--- src/rtl/vset_ctrl_pkg.sv ---
// Shared constants, FSM state encoding and instruction-variant decode for the
// vector-configuration controller.
package vset_ctrl_pkg;

   localparam logic [6:0] OPC_OP_V   = 7'b1010111;
   localparam logic [2:0] F3_OPCFG   = 3'b111;

   localparam int VT_VLMUL_LSB = 0;
   localparam int VT_VSEW_LSB  = 3;
   localparam int VT_RSV_LSB   = 8;

   typedef enum logic [1:0] {
      ST_IDLE = 2'd0,
      ST_CALC = 2'd1,
      ST_RESP = 2'd2
   } state_e;

   typedef enum logic [1:0] {
      VAR_VSETVLI  = 2'd0,
      VAR_VSETIVLI = 2'd1,
      VAR_VSETVL   = 2'd2
   } variant_e;

   // Anything that is not an OPCFG word is handled like vsetvl.
   function automatic variant_e decode_variant(input logic [31:0] instr);
      if (instr[6:0] != OPC_OP_V || instr[14:12] != F3_OPCFG) return VAR_VSETVL;
      if (!instr[31]) return VAR_VSETVLI;
      if (instr[30])  return VAR_VSETIVLI;
      return VAR_VSETVL;
   endfunction

endpackage

--- src/rtl/vset_ctrl_if.sv ---
// Request/response channel between decode (master) and the vset controller (slave).
interface vset_ctrl_if #(
   parameter int XLEN = 32
);
   logic            req_valid;
   logic            req_ready;
   logic [31:0]     instr;
   logic [XLEN-1:0] rs1_data;
   logic [XLEN-1:0] rs2_data;
   logic            resp_valid;
   logic            resp_ready;
   logic [4:0]      rd_addr;
   logic            rd_we;
   logic [XLEN-1:0] rd_wdata;

   modport master (
      output req_valid, instr, rs1_data, rs2_data, resp_ready,
      input  req_ready, resp_valid, rd_addr, rd_we, rd_wdata
   );

   modport slave (
      input  req_valid, instr, rs1_data, rs2_data, resp_ready,
      output req_ready, resp_valid, rd_addr, rd_we, rd_wdata
   );
endinterface

--- src/rtl/vset_ctrl_vlmax_calc.sv ---
// VLMAX and vtype legality from (vsew, vlmul); purely combinational, log2-based,
// shared with the vector-unit decoder.
module vset_ctrl_vlmax_calc #(
   parameter int VLEN = 128,
   parameter int ELEN = 32,
   parameter int XLEN = 32
) (
   input  logic [2:0]      vsew,
   input  logic [2:0]      vlmul,
   output logic [XLEN-1:0] vlmax,
   output logic            vtype_ill
);
   localparam int LG_VLEN = $clog2(VLEN);
   localparam int LG_ELEN = $clog2(ELEN);

   int lg_sew;
   int lg_lmul;
   int lg_vlmax;

   always_comb begin
      lg_sew   = 3 + int'(vsew);
      // Fractional encodings 101/110/111 are -3/-2/-1 in log2 terms.
      lg_lmul  = vlmul[2] ? int'(vlmul) - 8 : int'(vlmul);
      lg_vlmax = LG_VLEN - lg_sew + lg_lmul;

      vlmax = '0;
      if (lg_vlmax >= 0 && lg_vlmax < XLEN) begin
         vlmax = XLEN'(1) << lg_vlmax;
      end

      vtype_ill = vsew[2]
                | (lg_sew > LG_ELEN)
                | (vlmul == 3'b100)
                | (vlmul[2] && (lg_sew > LG_ELEN + lg_lmul))
                | (vlmax == '0);
   end

endmodule

--- src/rtl/vset_ctrl.sv ---
// Vector-configuration controller: executes vsetvli/vsetivli/vsetvl, holds the
// architectural vl/vtype pair and returns the new vl for rd writeback.
//
// state | meaning
// IDLE  | ready for a request; instr/rs1/rs2 latched on accept
// CALC  | decode vtype and AVL, compute VLMAX and new vl; commit vl/vtype
// RESP  | result held on the response channel until resp_ready
module vset_ctrl
   import vset_ctrl_pkg::*;
#(
   parameter int VLEN = 128,
   parameter int ELEN = 32,
   parameter int XLEN = 32
) (
   input  logic            clock,
   input  logic            reset,
   vset_ctrl_if.slave      bus,
   output logic [XLEN-1:0] vl,
   output logic [XLEN-1:0] vtype,
   output logic            busy
);
   localparam logic [XLEN-1:0] VILL_VTYPE = {1'b1, {(XLEN-1){1'b0}}};

   state_e          state_q,      state_d;
   logic [31:0]     instr_q,      instr_d;
   logic [XLEN-1:0] rs1_q,        rs1_d;
   logic [XLEN-1:0] rs2_q,        rs2_d;
   logic [XLEN-1:0] vl_q,         vl_d;
   logic [XLEN-1:0] vtype_q,      vtype_d;
   logic            resp_valid_q, resp_valid_d;
   logic            rd_we_q,      rd_we_d;
   logic [4:0]      rd_addr_q,    rd_addr_d;
   logic [XLEN-1:0] rd_wdata_q,   rd_wdata_d;

   variant_e        variant;
   logic [4:0]      rd_f;
   logic [4:0]      rs1_f;
   logic [XLEN-1:0] vtype_raw;
   logic [XLEN-1:0] avl;
   logic            keep_vl;
   logic [XLEN-1:0] vlmax;
   logic            calc_ill;
   logic            vill;
   logic [XLEN-1:0] new_vl;
   logic [XLEN-1:0] new_vtype;

   always_comb begin
      variant = decode_variant(instr_q);
      rd_f    = instr_q[11:7];
      rs1_f   = instr_q[19:15];

      case (variant)
         VAR_VSETVLI:  vtype_raw = XLEN'(instr_q[30:20]);
         VAR_VSETIVLI: vtype_raw = XLEN'(instr_q[29:20]);
         default:      vtype_raw = rs2_q;
      endcase

      // rs1=x0 with rd=x0 means "change vtype, keep vl".
      keep_vl = (variant != VAR_VSETIVLI) && (rs1_f == 5'd0) && (rd_f == 5'd0);

      if (variant == VAR_VSETIVLI) avl = XLEN'(rs1_f);
      else if (rs1_f != 5'd0)      avl = rs1_q;
      else if (rd_f != 5'd0)       avl = '1;
      else                         avl = vl_q;
   end

   vset_ctrl_vlmax_calc #(
      .VLEN (VLEN),
      .ELEN (ELEN),
      .XLEN (XLEN)
   ) u_vlmax_calc (
      .vsew      (vtype_raw[VT_VSEW_LSB +: 3]),
      .vlmul     (vtype_raw[VT_VLMUL_LSB +: 3]),
      .vlmax     (vlmax),
      .vtype_ill (calc_ill)
   );

   always_comb begin
      vill = calc_ill
           | (|vtype_raw[XLEN-2:VT_RSV_LSB])
           | (keep_vl && (vl_q > vlmax));

      if (vill) begin
         new_vl    = '0;
         new_vtype = VILL_VTYPE;
      end else begin
         new_vl    = (avl < vlmax) ? avl : vlmax;
         new_vtype = vtype_raw & ~VILL_VTYPE;
      end
   end

   always_comb begin
      state_d      = state_q;
      instr_d      = instr_q;
      rs1_d        = rs1_q;
      rs2_d        = rs2_q;
      vl_d         = vl_q;
      vtype_d      = vtype_q;
      resp_valid_d = resp_valid_q;
      rd_we_d      = rd_we_q;
      rd_addr_d    = rd_addr_q;
      rd_wdata_d   = rd_wdata_q;

      case (state_q)
         ST_IDLE: begin
            if (bus.req_valid) begin
               instr_d = bus.instr;
               rs1_d   = bus.rs1_data;
               rs2_d   = bus.rs2_data;
               state_d = ST_CALC;
            end
         end
         ST_CALC: begin
            vl_d         = new_vl;
            vtype_d      = new_vtype;
            rd_wdata_d   = new_vl;
            rd_addr_d    = rd_f;
            rd_we_d      = (rd_f != 5'd0);
            resp_valid_d = 1'b1;
            state_d      = ST_RESP;
         end
         ST_RESP: begin
            if (bus.resp_ready) begin
               resp_valid_d = 1'b0;
               rd_we_d      = 1'b0;
               state_d      = ST_IDLE;
            end
         end
         default: state_d = ST_IDLE;
      endcase
   end

   always_ff @(posedge clock or negedge reset) begin
      if (!reset) begin
         state_q      <= ST_IDLE;
         instr_q      <= '0;
         rs1_q        <= '0;
         rs2_q        <= '0;
         vl_q         <= '0;
         vtype_q      <= VILL_VTYPE;
         resp_valid_q <= 1'b0;
         rd_we_q      <= 1'b0;
         rd_addr_q    <= '0;
         rd_wdata_q   <= '0;
      end else begin
         state_q      <= state_d;
         instr_q      <= instr_d;
         rs1_q        <= rs1_d;
         rs2_q        <= rs2_d;
         vl_q         <= vl_d;
         vtype_q      <= vtype_d;
         resp_valid_q <= resp_valid_d;
         rd_we_q      <= rd_we_d;
         rd_addr_q    <= rd_addr_d;
         rd_wdata_q   <= rd_wdata_d;
      end
   end

   assign bus.req_ready  = (state_q == ST_IDLE);
   assign bus.resp_valid = resp_valid_q;
   assign bus.rd_we      = rd_we_q;
   assign bus.rd_addr    = rd_addr_q;
   assign bus.rd_wdata   = rd_wdata_q;
   assign vl             = vl_q;
   assign vtype          = vtype_q;
   assign busy           = (state_q != ST_IDLE);

endmodule
--- src/flat_wrapper.sv ---
// flat-port wrapper written by rule: the top's interface ports become plain ports
module vset_ctrl_flat import vset_ctrl_pkg::*;
#(
   parameter int VLEN = 128,
   parameter int ELEN = 32,
   parameter int XLEN = 32
)
  (clock, reset, vl, vtype, busy, bus_req_valid, bus_instr, bus_rs1_data, bus_rs2_data, bus_resp_ready, bus_req_ready, bus_resp_valid, bus_rd_addr, bus_rd_we, bus_rd_wdata);
  vset_ctrl_if #(.XLEN(XLEN)) bus_i ();
  input  logic clock;
  input  logic reset;
  output logic [XLEN-1:0] vl;
  output logic [XLEN-1:0] vtype;
  output logic busy;
  input wire logic [$bits(bus_i.req_valid)-1:0] bus_req_valid;
  input wire logic [$bits(bus_i.instr)-1:0] bus_instr;
  input wire logic [$bits(bus_i.rs1_data)-1:0] bus_rs1_data;
  input wire logic [$bits(bus_i.rs2_data)-1:0] bus_rs2_data;
  input wire logic [$bits(bus_i.resp_ready)-1:0] bus_resp_ready;
  output wire logic [$bits(bus_i.req_ready)-1:0] bus_req_ready;
  output wire logic [$bits(bus_i.resp_valid)-1:0] bus_resp_valid;
  output wire logic [$bits(bus_i.rd_addr)-1:0] bus_rd_addr;
  output wire logic [$bits(bus_i.rd_we)-1:0] bus_rd_we;
  output wire logic [$bits(bus_i.rd_wdata)-1:0] bus_rd_wdata;
  assign bus_i.req_valid = bus_req_valid;
  assign bus_i.instr = bus_instr;
  assign bus_i.rs1_data = bus_rs1_data;
  assign bus_i.rs2_data = bus_rs2_data;
  assign bus_i.resp_ready = bus_resp_ready;
  assign bus_req_ready = bus_i.req_ready;
  assign bus_resp_valid = bus_i.resp_valid;
  assign bus_rd_addr = bus_i.rd_addr;
  assign bus_rd_we = bus_i.rd_we;
  assign bus_rd_wdata = bus_i.rd_wdata;
  vset_ctrl #(.VLEN(VLEN), .ELEN(ELEN), .XLEN(XLEN)) u_core (.clock(clock), .reset(reset), .bus(bus_i), .vl(vl), .vtype(vtype), .busy(busy));
endmodule
--- config.mk ---
export PLATFORM = sky130hd
export DESIGN_NAME = vset_ctrl_flat
export DESIGN_NICKNAME = d
export VERILOG_FILES = /design/src/rtl/vset_ctrl_pkg.sv /design/src/rtl/vset_ctrl_if.sv /design/src/rtl/vset_ctrl_vlmax_calc.sv /design/src/rtl/vset_ctrl.sv /design/src/flat_wrapper.sv
export SDC_FILE = /design/constraint.sdc
export NUM_CORES = 1
export LEC_CHECK = 0
export CAP_MARGIN = 10
export CORE_MARGIN = 5
export CORE_UTILIZATION = 52
export DETAILED_ROUTE_END_ITERATION = 8
export MAX_ROUTING_LAYER = met4
export PLACE_DENSITY = 0.89
export RECOVER_POWER = 100
export SLEW_MARGIN = 10
export SYNTH_ARGS = -nofsm -noshare
export SYNTH_HDL_FRONTEND = slang
export SYNTH_HIERARCHICAL = 1
export SYNTH_SLANG_ARGS = --single-unit
--- constraint.sdc ---
create_clock -name clock -period 10.5 [get_ports clock]
set_clock_uncertainty 0.05 [all_clocks]
set_input_delay 2.1 -clock clock [delete_from_list [all_inputs] [get_ports clock]]
set_output_delay 2.1 -clock clock [all_outputs]
set_load 0.1 [all_outputs]
==> reports/results.txt <==
drt total wl - 24900 um
total grt overflow - 0
placer congestion estimate - 0.912
met2 GRT Util - 39.6%
Setup TNS - 0 ns
EDFF count, synth - 0
# resized after CTS - 0
die area - 0.0220 mm2
Core ar. - 0.0188 mm2
wire per inst - 18.6 um
maximum clock insertion buffer count - 2
nets - 1285
Slew HR - -243%
first-pass GRT wire length - 40900 um
max-cap violation count - 4
Ys Warns - 6
fin crit period - 8.86 ns
worst vdd ir - 0.000177 V
asr flop ratio synth - 100%
fillcell total - 1440
cell chosen for the clock root - clkbuf_16
met1 Use GR - 28.3%
most frequent cells after synthesis - 167 x dfrtp_1, 99 x mux2_2, 78 x nor2_1, 74 x ha_1, 71 x nand2_1
data arrival time of the critical path - 9.09 ns
min-delay worst type - reg -> reg
most numerous cell in the Yosys netlist - dfrtp_1
failing checks - max-capacitance violations, max-slew violations
vias in the first global route - 8025
# clock sinks - 168
Clock transition at path regs - 0.08 ns
Hold-fix buffers, CTS - 0
clk_lat worst skew - 0.44 ns
R2R setup slack - 1.64 ns
crit path max fanout - 32
Util after Layout - 66.7%
H-Tree Depth - 4
Final Hold Viols - 0
Syn Std Cell Area - 0.00993 mm2
crit start category - flip-flop
Cells after Synth - 932
Power Dens Cells - 270 mW/mm2
CP Class - reg -> reg
CP max-delay cell - xor2_1
f_max - 113 MHz
period utilization - 84.4%
syn nets - 1127
Critical Path RT - 10.73 ns
run status - finished with violations
fraction of layout cells with a size suffix above 1 - 13.3%
syn_area_per_cell - 10.6 um2
ANT nets after route - 0
starting density of the core - 52.9%
CP max stage delay - 0.54 ns
Seq/Total Area, Yosys - 42.4%
antenna violations before repair - 1
Setup Viol. Count Final - 0
Least-Margin Pin Slew - 5.14 ns
pin count of the biggest net entering global routing - 99
Most Used Layer, Global Route - met2
IO buf count - 203
RSZ-0062 raised after global routing - false
cell taking the most area after synthesis - dfrtp_1
DRT Pass-1 Iters - 5
via density per instance - 5.75
overall global routing resource usage - 23.9%
I/O pin cnt - 205
Yosys cell types - 60
Num CTS Buffers - 17
synth top area cells - dfrtp_1 42%, mux2_2 11%, ha_1 9.3%, fa_1 4.2%, mux2i_1 3.3%
CTS tree - built
final max-slew violation count - 331
met3 GRT Util - 7.56%
vias - 7693
initial DRC count - 439
number of post-CTS setup repair buffers - 0
row cnt - 50
DPL Wire Length - 18000 um
Crit. End Element - flip-flop
Die Y - 148 um
commonest register cell after synthesis - dfrtp_1
drt drc - 0
area grow syn2layout - 26.0%
top cell type's share of synthesized area - 42.1%
Seq cells post-synth - 168
Die X - 148 um
Lkg Pwr - 5.65 nW
## layer usage
| layer | wire length, um | up-vias | part of all wire [%] |
|---|---|---|---|
| met3 | 2250 | 41 | 9.0 |
| met2 | 12200 | 306 | 49 |
| li1 | - | 3572 | - |
| met5 | 0 | - | 0 |
| met4 | 569 | 0 | 2.3 |
| met1 | 9880 | 3774 | 40 |
## cell usage in the layout (no fill, tap or decap), types with 33 or more instances in the layout
cell type	Yosys	routed
ha_1	74	74
mux2i_1	33	33
o21ai_0	22	48
clkdlybuf4s50_1	0	95
dfrtp_1	167	167
inv_1	54	54
mux2_2	99	97
dlygate4sd3_1	0	107
nor2_1	78	77
nand2_1	71	71
## metrics by stage
stage	area [um2]	hold WS (ns)	cells	total power [W]	setup slack, ns
final	12500	0.423	1338	0.00338	1.64
after detailed placement	11900	0.411	1305	0.00273	2.08
after global routing	12500	0.454	1338	0.00362	0.819
after floorplan	9930	0.407	932	0.00231	3.21
after CTS	12600	0.432	1337	0.00340	1.99
after global placement	11900	0.411	1305	0.00266	2.24
## power by group
group	switching (W)	leakage [nW]	internal [W]
logic	0.00104	3.24	0.000723
registers	0.000120	2.11	0.000852
clock network	0.000319	0.305	0.000329
total	0.00147	5.65	0.00190
## state kept, by name, summed over array words and instances, names as in the netlist
signal / cells
u_core/bus.rd_wdata: 32
u_core/instr_q: 32
u_core/rs1_q: 32
u_core/vtype: 32
u_core/rs2_q: 31
u_core/bus.rd_addr: 5
u_core/state_q: 2
u_core/bus.rd_we: 1
u_core/bus.resp_valid: 1
## critical path: cells and delay by family (launching register included)
kind | cells | cell delay (ns)
flip-flops | 1 | 0.38
XOR/XNOR | 1 | 0.54
buffers and inverters | 5 | 0.89
AO/OA/AOI/OAI | 5 | 1.31
AND/OR/NAND/NOR | 12 | 3.44
multiplexers | 1 | 0.45
adder cells (fa/ha/maj) | 5 | 1.62
## path summary, 6_finish.rpt
check                                 startpoint                      end  cells after the start
max                            u_core/instr_q[3]  u_core/bus.rd_wdata[17]                     29
max in group asynchronous                  reset          u_core/rs1_q[5]                      2
min in group asynchronous                  reset         u_core/vtype[15]                      1
min reg2reg                u_core/bus.rd_addr[1]    u_core/bus.rd_addr[1]                      2
min                        u_core/bus.rd_addr[1]    u_core/bus.rd_addr[1]                      2
max reg2reg                    u_core/instr_q[3]  u_core/bus.rd_wdata[17]                     29
## area by class of cell
cell class / instances / area, um2 / area share (%)
well taps: 234 / 293 / 2.34
diodes: 1 / 2.50 / 0.0200
flip-flops and latches: 168 / 4210 / 33.6
repair buffers: 211 / 2080 / 16.6
clock inverters: 15 / 216 / 1.73
multi-input cells: 638 / 5090 / 40.7
clock buffers: 17 / 425 / 3.40
inverters: 54 / 203 / 1.62
## logic make-up (layout without fill, tap and decap cells)
group / Yosys count / count (layout) / synth area share [%]
compound gates: 153 / 153 / 9.64
flops: 168 / 168 / 42.4
buf+inv: 126 / 297 / 6.20
mux: 132 / 132 / 14.6
fa+ha+maj: 96 / 96 / 13.7
simple gates: 251 / 251 / 13.0
xor+xnor: 6 / 6 / 0.605
other cells: 0 / 1 / 0
No activity file was read; power rests on OpenSTA's default activity.
